===== src/rtl/shift_rows_pipe.sv =====
// shift_rows_pipe: elastic, multi-stage ShiftRows / InvShiftRows unit.
// The row permutation (forward or inverse, chosen per beat) sits in front of
// stage 0; later stages are plain valid/ready register slices carrying the
// permuted state and a sideband tag.
//
// Ports:
//   clk, rst_n          clock, asynchronous active-low reset
//   in_valid, in_ready  input handshake
//   inv                 per-beat mode (0 = ShiftRows, 1 = InvShiftRows)
//   inp, in_tag         input state (row-major, 32*NB bits) and tag
//   out_valid, out_ready output handshake
//   res, out_tag        permuted state and its tag
//   busy                some stage holds a valid beat
module shift_rows_pipe #(
    parameter int NB     = 4,
    parameter int STAGES = 1,
    parameter int TAG_W  = 4
) (
    input  logic              clk,
    input  logic              rst_n,
    input  logic              in_valid,
    output logic              in_ready,
    input  logic              inv,
    input  logic [32*NB-1:0]  inp,
    input  logic [TAG_W-1:0]  in_tag,
    output logic              out_valid,
    input  logic              out_ready,
    output logic [32*NB-1:0]  res,
    output logic [TAG_W-1:0]  out_tag,
    output logic              busy
);

    localparam int W = 32 * NB;

    if (!(NB == 4 || NB == 6 || NB == 8)) begin : g_bad_nb
        $error("shift_rows_pipe: NB must be 4, 6 or 8");
    end
    if (STAGES < 1 || STAGES > 4) begin : g_bad_stages
        $error("shift_rows_pipe: STAGES must be 1..4");
    end
    if (TAG_W < 1) begin : g_bad_tag
        $error("shift_rows_pipe: TAG_W must be >= 1");
    end

    // Row shift amounts; the 8-column block uses the wider 1/3/4 schedule.
    function automatic int shift_of(input int r);
        int s;
        unique case (r)
            0:       s = 0;
            1:       s = 1;
            2:       s = (NB == 8) ? 3 : 2;
            default: s = (NB == 8) ? 4 : 3;
        endcase
        return s;
    endfunction

    function automatic logic [W-1:0] perm(
        input logic [W-1:0] d,
        input logic         iv
    );
        logic [W-1:0] o;
        int s;
        int src;
        o = '0;
        for (int r = 0; r < 4; r++) begin
            s = shift_of(r);
            for (int c = 0; c < NB; c++) begin
                src = iv ? (c - s + NB) % NB : (c + s) % NB;
                o[8*(NB*r+c) +: 8] = d[8*(NB*r+src) +: 8];
            end
        end
        return o;
    endfunction

    logic [STAGES-1:0] v;
    logic [STAGES-1:0] ld;
    logic [W-1:0]      data [STAGES];
    logic [TAG_W-1:0]  tag  [STAGES];
    logic [W-1:0]      perm_d;
    logic              full;

    assign perm_d = perm(inp, inv);

    // Stage k may load when any stage from k to the output is empty or the
    // output drains. Written as a flat AND over the tail rather than a
    // ripple so the ready path has no combinational self-reference.
    always_comb begin
        ld   = '0;
        full = 1'b0;
        for (int k = 0; k < STAGES; k++) begin
            full = 1'b1;
            for (int j = k; j < STAGES; j++) begin
                full = full & v[j];
            end
            ld[k] = out_ready | ~full;
        end
    end

    always_ff @(posedge clk or negedge rst_n) begin
        if (!rst_n) begin
            v <= '0;
            for (int k = 0; k < STAGES; k++) begin
                data[k] <= '0;
                tag[k]  <= '0;
            end
        end else begin
            if (ld[0]) begin
                v[0]    <= in_valid;
                data[0] <= perm_d;
                tag[0]  <= in_tag;
            end
            for (int k = 1; k < STAGES; k++) begin
                if (ld[k]) begin
                    v[k]    <= v[k-1];
                    data[k] <= data[k-1];
                    tag[k]  <= tag[k-1];
                end
            end
        end
    end

    assign in_ready  = ld[0];
    assign out_valid = v[STAGES-1];
    assign res       = data[STAGES-1];
    assign out_tag   = tag[STAGES-1];
    assign busy      = |v;

endmodule

===== config.mk =====
export PLATFORM = sky130hd
export DESIGN_NAME = shift_rows_pipe
export DESIGN_NICKNAME = d
export VERILOG_FILES = /design/src/rtl/shift_rows_pipe.sv
export SDC_FILE = /design/constraint.sdc
export NUM_CORES = 1
export LEC_CHECK = 0
export ABC_AREA = 1
export BUFFER_PORTS_ARGS = -buffer_cell sky130_fd_sc_hd__buf_2
export CAP_MARGIN = 20
export CORE_ASPECT_RATIO = 2
export CORE_MARGIN = 10
export CORE_UTILIZATION = 40
export CTS_BUF_LIST = sky130_fd_sc_hd__clkbuf_4 sky130_fd_sc_hd__clkbuf_8
export CTS_CLUSTER_DIAMETER = 200
export DETAILED_ROUTE_END_ITERATION = 6
export PLACE_DENSITY = 0.81
export REMOVE_ABC_BUFFERS = 1
export SLEW_MARGIN = 5
export SYNTH_ARGS = -nofsm -noshare
export SYNTH_HDL_FRONTEND = slang
export SYNTH_SLANG_ARGS = --single-unit

===== constraint.sdc =====
create_clock -name clk -period 1 [get_ports clk]
set_input_delay 0.1 -clock clk [delete_from_list [all_inputs] [get_ports clk]]
set_output_delay 0.1 -clock clk [all_outputs]
set_load 0.005 [all_outputs]

## Word level (Yosys, flattened, before mapping)

Cells that the tools add are included.

- Word-level logic and storage cells: 25
- Flip-flop bits (word level): 133
- Bits of input ports: 137

- Add/subtract/negate cells: 8
- Bitwise gates (word level): 2
- Shift-type cells: 8
- Muxes and demuxes: 4

Operator list:

| cell | count |
|---|---|
| $shiftx A128 B32 Y8 | 6 |
| $shiftx A128 B8 Y8 | 2 |
| $add A5 B29 Y29 const A | 4 |
| $add A4 B29 Y29 const A | 1 |
| $add A3 B2 Y4 const A | 3 |
| $mux W2 | 4 |
| $not A1 Y1 | 1 |
| $or A1 B1 Y1 | 1 |

## Logic depth before layout (Yosys ltp)

Gate-level depths: netlist (run 1).

- Word-level depth: 3
- Depth in mapped cells: 7
- Gate-level depth less buffers: 5

## Worst setup path before layout (run 1)

Ideal clock, no wire load.

- Kind: flip-flop to flip-flop
- From: reg v, in the netlist busy
- To: reg data, in the netlist res[117]
- Arrival: 939 ps
- Period minus slack after synthesis: 1,056 ps
- Setup time: 117 ps
- Slack: -56 ps
- Stages on the path, launching flop included: 7
- Path buffers: 2
- Cells stage by stage: dfrtp_1 -> nand2_4 -> inv_2 -> buf_6 -> buf_4 -> nand2_1 -> nand2_1

- Longest elaborated chain between the ends: 2

Ends and longest elaborated chain:

| what | line | source |
|---|---|---|
| start, declared | 75 | `logic [STAGES-1:0] v;` |
| start signal, assigned by index | 114 | `v[k] <= v[k-1];` |
| $not A1 Y1 | 95 | `ld[k] = out_ready \| ~full;` |
| $or A1 B1 Y1 | 95 |  |
| end signal, assigned by index | 115 | `data[k] <= data[k-1];` |
| end, declared | 77 | `logic [W-1:0] data [STAGES];` |

No other way between the ends.
A chain may end at the register's enable or synchronous reset.

## Final worst setup path (run 1)

- From: reg v, in the netlist busy
- To: out in_ready

- Longest elaborated chain between the ends: 2

Ends and longest elaborated chain:

| what | line | source |
|---|---|---|
| $not A1 Y1 | 95 |  |
| $or A1 B1 Y1 | 95 |  |
| end, declared | 22 | `output logic in_ready,` |

No other way between the ends.

==> flow_metrics.env, run 1 <==
export IMPL_status="complete, but fails checks"
export IMPL_violations="setup timing"
export IMPL_multi_input_area_um2=2060
export IMPL_clock_sinks=133
export IMPL_start_kind="flip-flop"
export IMPL_critical_path_arrival_ps=1160
export IMPL_slowest_delay_ps=400
export IMPL_nFillCells=1057
export IMPL_layout_drive_gt1_share=0.283
export IMPL_worst_ep_required_time_ps=900
export IMPL_viasPerCell=4.87
export IMPL_core_um2=14400
export IMPL_initial_core_util=0.407
export IMPL_hp_class="in -> async"
export IMPL_end_kind="output pin"
export IMPL_dp_hpwl_um=14600
export IMPL_syn_avg_cell_area_um2=7.65
export IMPL_critPathKind="reg -> out"
export IMPL_grt_pass1_wl_um=37300
export IMPL_hold_violations=0
export IMPL_io_pins=272
export IMPL_numCtsBuffers=17
export IMPL_first_global_vias=7242
export IMPL_grt_use_total=0.232
export IMPL_route_detailed_drc=0
export IMPL_clkTransAtPathRegs_ps=80
export IMPL_port_buffers=271
export IMPL_netlist_instances=768
export IMPL_grt_max_degree=76
export IMPL_timing_final_crit_share=1.26
export IMPL_cp_slowest_cell="dfrtp_1"
export IMPL_cts_tree="yes"
export IMPL_skew_ps=14.6
export IMPL_ir_drop_mv=0.890
export IMPL_fp_row_count=62
export IMPL_fmax_ghz=0.793
export IMPL_synth_warnings=0
export IMPL_yosysUniqueCellTypes=11
export IMPL_ys_ff_latch=133
export IMPL_placed_cells=1210
export IMPL_num_vias=6761
export IMPL_overflow=0
export IMPL_finalPower_mw=14.0
export IMPL_setup_viol=268
export IMPL_layout_cells_non_filler=1387
export IMPL_htreeDepth=4
export IMPL_synthesis_area_um2=5880
export IMPL_clockRootBuffer="clkbuf_8"
export IMPL_max_slew_margin=0.822
export IMPL_clk_path_buf_depth=2
export IMPL_fp_dieW_um=106
export IMPL_drtAntennaViolNets=0
export IMPL_worstMarginPinSlew_ps=268
export IMPL_clk_latency_ps=450
export IMPL_path_cells="nand2_4, buf_12, buf_6"
export IMPL_powerDensity_nw_per_um2=1460
export IMPL_maxCapViolCount=0
export IMPL_syn2layout_area_growth_pct=62.4
export IMPL_first_pass_iters=5
export IMPL_wl_per_cell_um=17.1
export IMPL_chipHeight_um=191
export IMPL_drt_initial_drc_count=379
export IMPL_setup_tns_ps=-33330
export IMPL_nets=1319
export IMPL_fin_ws_ps=-261
export IMPL_antenna_found_initial=1
export IMPL_worstPathMaxFanout=2
export IMPL_drv_slew=0
export IMPL_ff_latch_area_um2=3330
export IMPL_fin_crit_ps=1260
export IMPL_gp_congestion=0.836
export IMPL_dieArea_um2=20200
export IMPL_p_leak_nw=5.45
export IMPL_rsz0062_at_grt="true"
export IMPL_drt_wl_total_um=23800
export IMPL_finish_utilization=0.661
export IMPL_synth_seq_area_share=0.566
export IMPL_hold_worst_slack_ps=87.5
-- flip-flops by register name, summed over array words and instances, names as in the netlist --
signal and cells:
out_tag 4, busy 1, res 128
-- per-stage QoR --
step	instance area (µm²)	setup WS, ps
2_1_floorplan	5640	-1520
3_3_place_gp	7530	-105
3_5_place_dp	7530	-135
4_1_cts	9510	-296
5_1_grt	9540	-309
6_report	9540	-261
-- power by group --
part           leakage [nW]  total, mW  internal, mW  switching (mW)
Sequential             1.58       6.32          5.96           0.357
Clock                 0.178       4.48          2.32            2.16
Combinational          3.69       3.18          1.57            1.61
-- path summary, 6_finish.rpt --
check                      cells after the start  endpoint     from  slack (ps)
max in group asynchronous                      3   res[38]    rst_n         420
min in group clk                               5   res[99]      inv         190
setup reg to reg                               6   res[54]     busy        -230
hold reg to reg                                2   res[11]  res[11]         470
hold / removal                                 2   res[59]    rst_n          90
setup / recovery                               3  in_ready     busy        -260
-- repair_timing --
| item | 4_1_cts | 5_1_grt |
|---|---|---|
| cloned | 4 | 1 |
| endpoints found under the setup margin | 268 | 268 |
| pin swaps | 1 | 0 |
| hold buffers | 134 | 0 |
| buffers inserted | 6 | 0 |
| resized for setup | 14 | 5 |
| hold endpoints to repair | 266 | 0 |
-- cells in the final DEF (no fill, tap or decap) --
cell type      instances
diode_2                1
dlygate4sd3_1        134
buf_4                 16
buf_8                  1
bufinv_16              2
dfrtp_1              133
nand2_1              460
buf_16                 5
or2_1                  1
clkinvlp_4             7
nand2_4                1
inv_8                  1
clkbuf_16              1
inv_1                 64
nand3_1               64
buf_6                 11
clkinv_2               2
bufbuf_16              1
buf_12                 8
inv_2                  2
clkbuf_8              19
buf_2                260
clkinv_4               1
-- cells in the mapped netlist --
master | number | area [µm²]
buf_6 | 1 | 11.3
inv_1 | 64 | 240
inv_2 | 3 | 11.3
or2_1 | 1 | 6.26
nand2_1 | 460 | 1730
buf_4 | 9 | 67.6
buf_2 | 26 | 130
nand2_4 | 1 | 11.3
clkbuf_1 | 6 | 22.5
nand3_1 | 64 | 320
dfrtp_1 | 133 | 3330
-- kinds of logic after synthesis --
logic type | synth area share
buf+inv | 0.0822
flops | 0.566
simple gates | 0.351
-- final cells by class --
| class | instances | area share |
|---|---|---|
| Antenna cell | 1 | 0.000262 |
| Clock buffer | 19 | 0.0274 |
| Clock inverter | 12 | 0.0138 |
| Inverter | 67 | 0.0271 |
| Multi-Input combinational cell | 526 | 0.216 |
| Sequential cell | 133 | 0.349 |
| Tap cell | 192 | 0.0252 |
| Timing Repair Buffer | 437 | 0.341 |
-- worst max-delay path, delay by kind of cell (launching register included) --
family | cells | cell delay [ps]
flip-flops | 1 | 400
AND/OR/NAND/NOR | 1 | 80
buffers and inverters | 2 | 230
-- per-layer routing --
metal  up-vias  track usage  wire length (µm)
li1       3116            -                 -
met1      3157        0.224              7850
met2       372        0.419             13000
met3       116       0.0644              1600
met4         0        0.154              1350
met5         -            0                 0
Note: power is estimated with default switching activity, not from simulation.
==> run 2: changes to the inputs <==
CELL_PAD_IN_SITES_DETAIL_PLACEMENT = 0   (was not set)
CELL_PAD_IN_SITES_GLOBAL_PLACEMENT = 1   (was not set)
CORE_UTILIZATION = 30   (was 40)
PLACE_DENSITY = 0.86   (was 0.81)
RECOVER_POWER = 100   (was not set)
==> run 2 against run 1 <==
  * The flow still finishes with violations (setup timing)
  * Clock power up 5.1%
  * Global-route usage fell by 5.3 points
  * Wire length is 1.3% higher
  * Cell count rose by 8.0%
  * Sequential share of layout area fell by 1.4 points
  * Cell area rose by 4.1%
  * Via count decreased by 2.3%
  * Sequential cell count unchanged
  * Count of clock-buffer cells in the layout is 2 higher
==> flow_metrics.env, run 2 (synthesis results as in run 1) <==
export IMPL_regToRegSetupSlack_ps=-250
export IMPL_skew_ps=9.35
export IMPL_clk_path_buf_depth=2
export IMPL_final_common_cell="nand2_1"
export IMPL_powerDensity_nw_per_um2=1450
export IMPL_nFillCells=1846
export IMPL_chipHeight_um=218
export IMPL_worst_ep_required_time_ps=900
export IMPL_max_slew_margin=0.635
export IMPL_violations="setup timing"
export IMPL_multi_input_area_um2=2060
export IMPL_drt_initial_drc_count=324
export IMPL_grt_use_total=0.179
export IMPL_drv_slew=0
export IMPL_critical_path_arrival_ps=1190
export IMPL_finalPower_mw=14.4
export IMPL_cts_tree="yes"
export IMPL_p_leak_nw=5.66
export IMPL_layout_common_cells="460 x nand2_1, 261 x buf_2, 134 x dlygate4sd3_1"
export IMPL_hp_class="in -> async"
export IMPL_num_vias=6605
export IMPL_first_global_vias=6742
export IMPL_grt_pass1_wl_um=36500
export IMPL_worstMarginPinSlew_ps=548
export IMPL_maxCapViolCount=0
export IMPL_fp_dieW_um=119
export IMPL_drtAntennaViolNets=0
export IMPL_reg2reg_depth=5
export IMPL_rsz0062_at_grt="true"
export IMPL_end_kind="output pin"
export IMPL_r2r_start="busy"
export IMPL_worstPathMaxFanout=2
export IMPL_largest_reg_flops=128
export IMPL_drt_wl_total_um=24100
export IMPL_wl_per_cell_um=16.1
export IMPL_status="complete, but fails checks"
export IMPL_dieArea_um2=25900
export IMPL_grt_max_degree=59
export IMPL_start_kind="flip-flop"
export IMPL_clockRootBuffer="clkbuf_8"
export IMPL_fmax_ghz=0.774
export IMPL_numCtsBuffers=17
export IMPL_critPathKind="reg -> out"
export IMPL_timing_final_crit_share=1.29
export IMPL_layout_drive_gt1_share=0.308
export IMPL_setup_tns_ps=-40900
export IMPL_first_pass_iters=5
export IMPL_clk_latency_ps=470
export IMPL_reg2reg_to="busy"
export IMPL_initial_core_util=0.305
export IMPL_clkTransAtPathRegs_ps=80
export IMPL_route_detailed_drc=0
export IMPL_antenna_found_initial=1
export IMPL_overflow=0
export IMPL_viasPerCell=4.41
export IMPL_hold_violations=0
export IMPL_ff_latch_area_um2=3330
export IMPL_io_pins=272
export IMPL_fin_crit_ps=1290
export IMPL_fp_row_count=72
export IMPL_port_buffers=271
export IMPL_core_um2=19300
export IMPL_ir_drop_mv=0.727
export IMPL_fin_ws_ps=-292
export IMPL_setup_viol=268
export IMPL_clock_sinks=133
export IMPL_nets=1361
export IMPL_htreeDepth=4
export IMPL_syn2layout_area_growth_pct=69.2
export IMPL_gp_congestion=0.824
export IMPL_dp_hpwl_um=15400
## run 2: worst max path at each step
stage,from,endpoint,cells past startpoint
2_1_floorplan,busy,busy,3
3_3_place_gp,busy,in_ready,3
3_5_place_dp,busy,res[49],4
4_1_cts,busy,in_ready,3
5_1_grt,busy,in_ready,3
6_report,busy,in_ready,3
## run 2: final cells by class
cell class / instances / area share
repair buffers: 479 / 0.357
multi-input cells: 526 / 0.208
inverters: 67 / 0.0261
diodes: 2 / 0.000504
flip-flops and latches: 133 / 0.335
clock buffers: 21 / 0.0291
well taps: 259 / 0.0326
clock inverters: 11 / 0.0126
## run 2: metal layers
layer  track usage  up-vias  part of all wire
met5             0        -                 0
met2         0.321      245              0.55
met4         0.114        0             0.053
li1              -     3200                 -
met1         0.179     3078              0.35
met3        0.0449       82             0.048
## run 2: repair_timing
item,in CTS,in global routing
gates cloned,3,2
hold buffers,134,0
pin swaps,1,0
buffers inserted,36,13
resized for setup,14,10
endpoints found under the setup margin,268,268
endpoints found under the hold margin,266,0
## run 2: stage by stage
stage          setup WS (ps)  cell area (µm²)   util  hold WS [ps]  cells
2_1_floorplan          -1520             5640      -          -196    726
4_1_cts                 -332             9780  0.507          3.71   1481
3_3_place_gp           -50.9             7600  0.394         -38.6   1276
6_report                -292             9940  0.516           145   1498
3_5_place_dp           -78.1             7600  0.394         -42.9   1276
5_1_grt                 -337             9940  0.515           175   1497
## run 2: power breakdown
part / internal [mW] / leakage, nW / switching, mW
Sequential: 5.96 / 1.58 / 0.332
Combinational: 1.76 / 3.88 / 1.64
Clock: 2.47 / 0.196 / 2.24
## run 2: worst max-delay path, stage by stage, from the launching register on
cell	delay [ps]
dfrtp_1	390
nand2_4	90
buf_16	140
buf_6	110
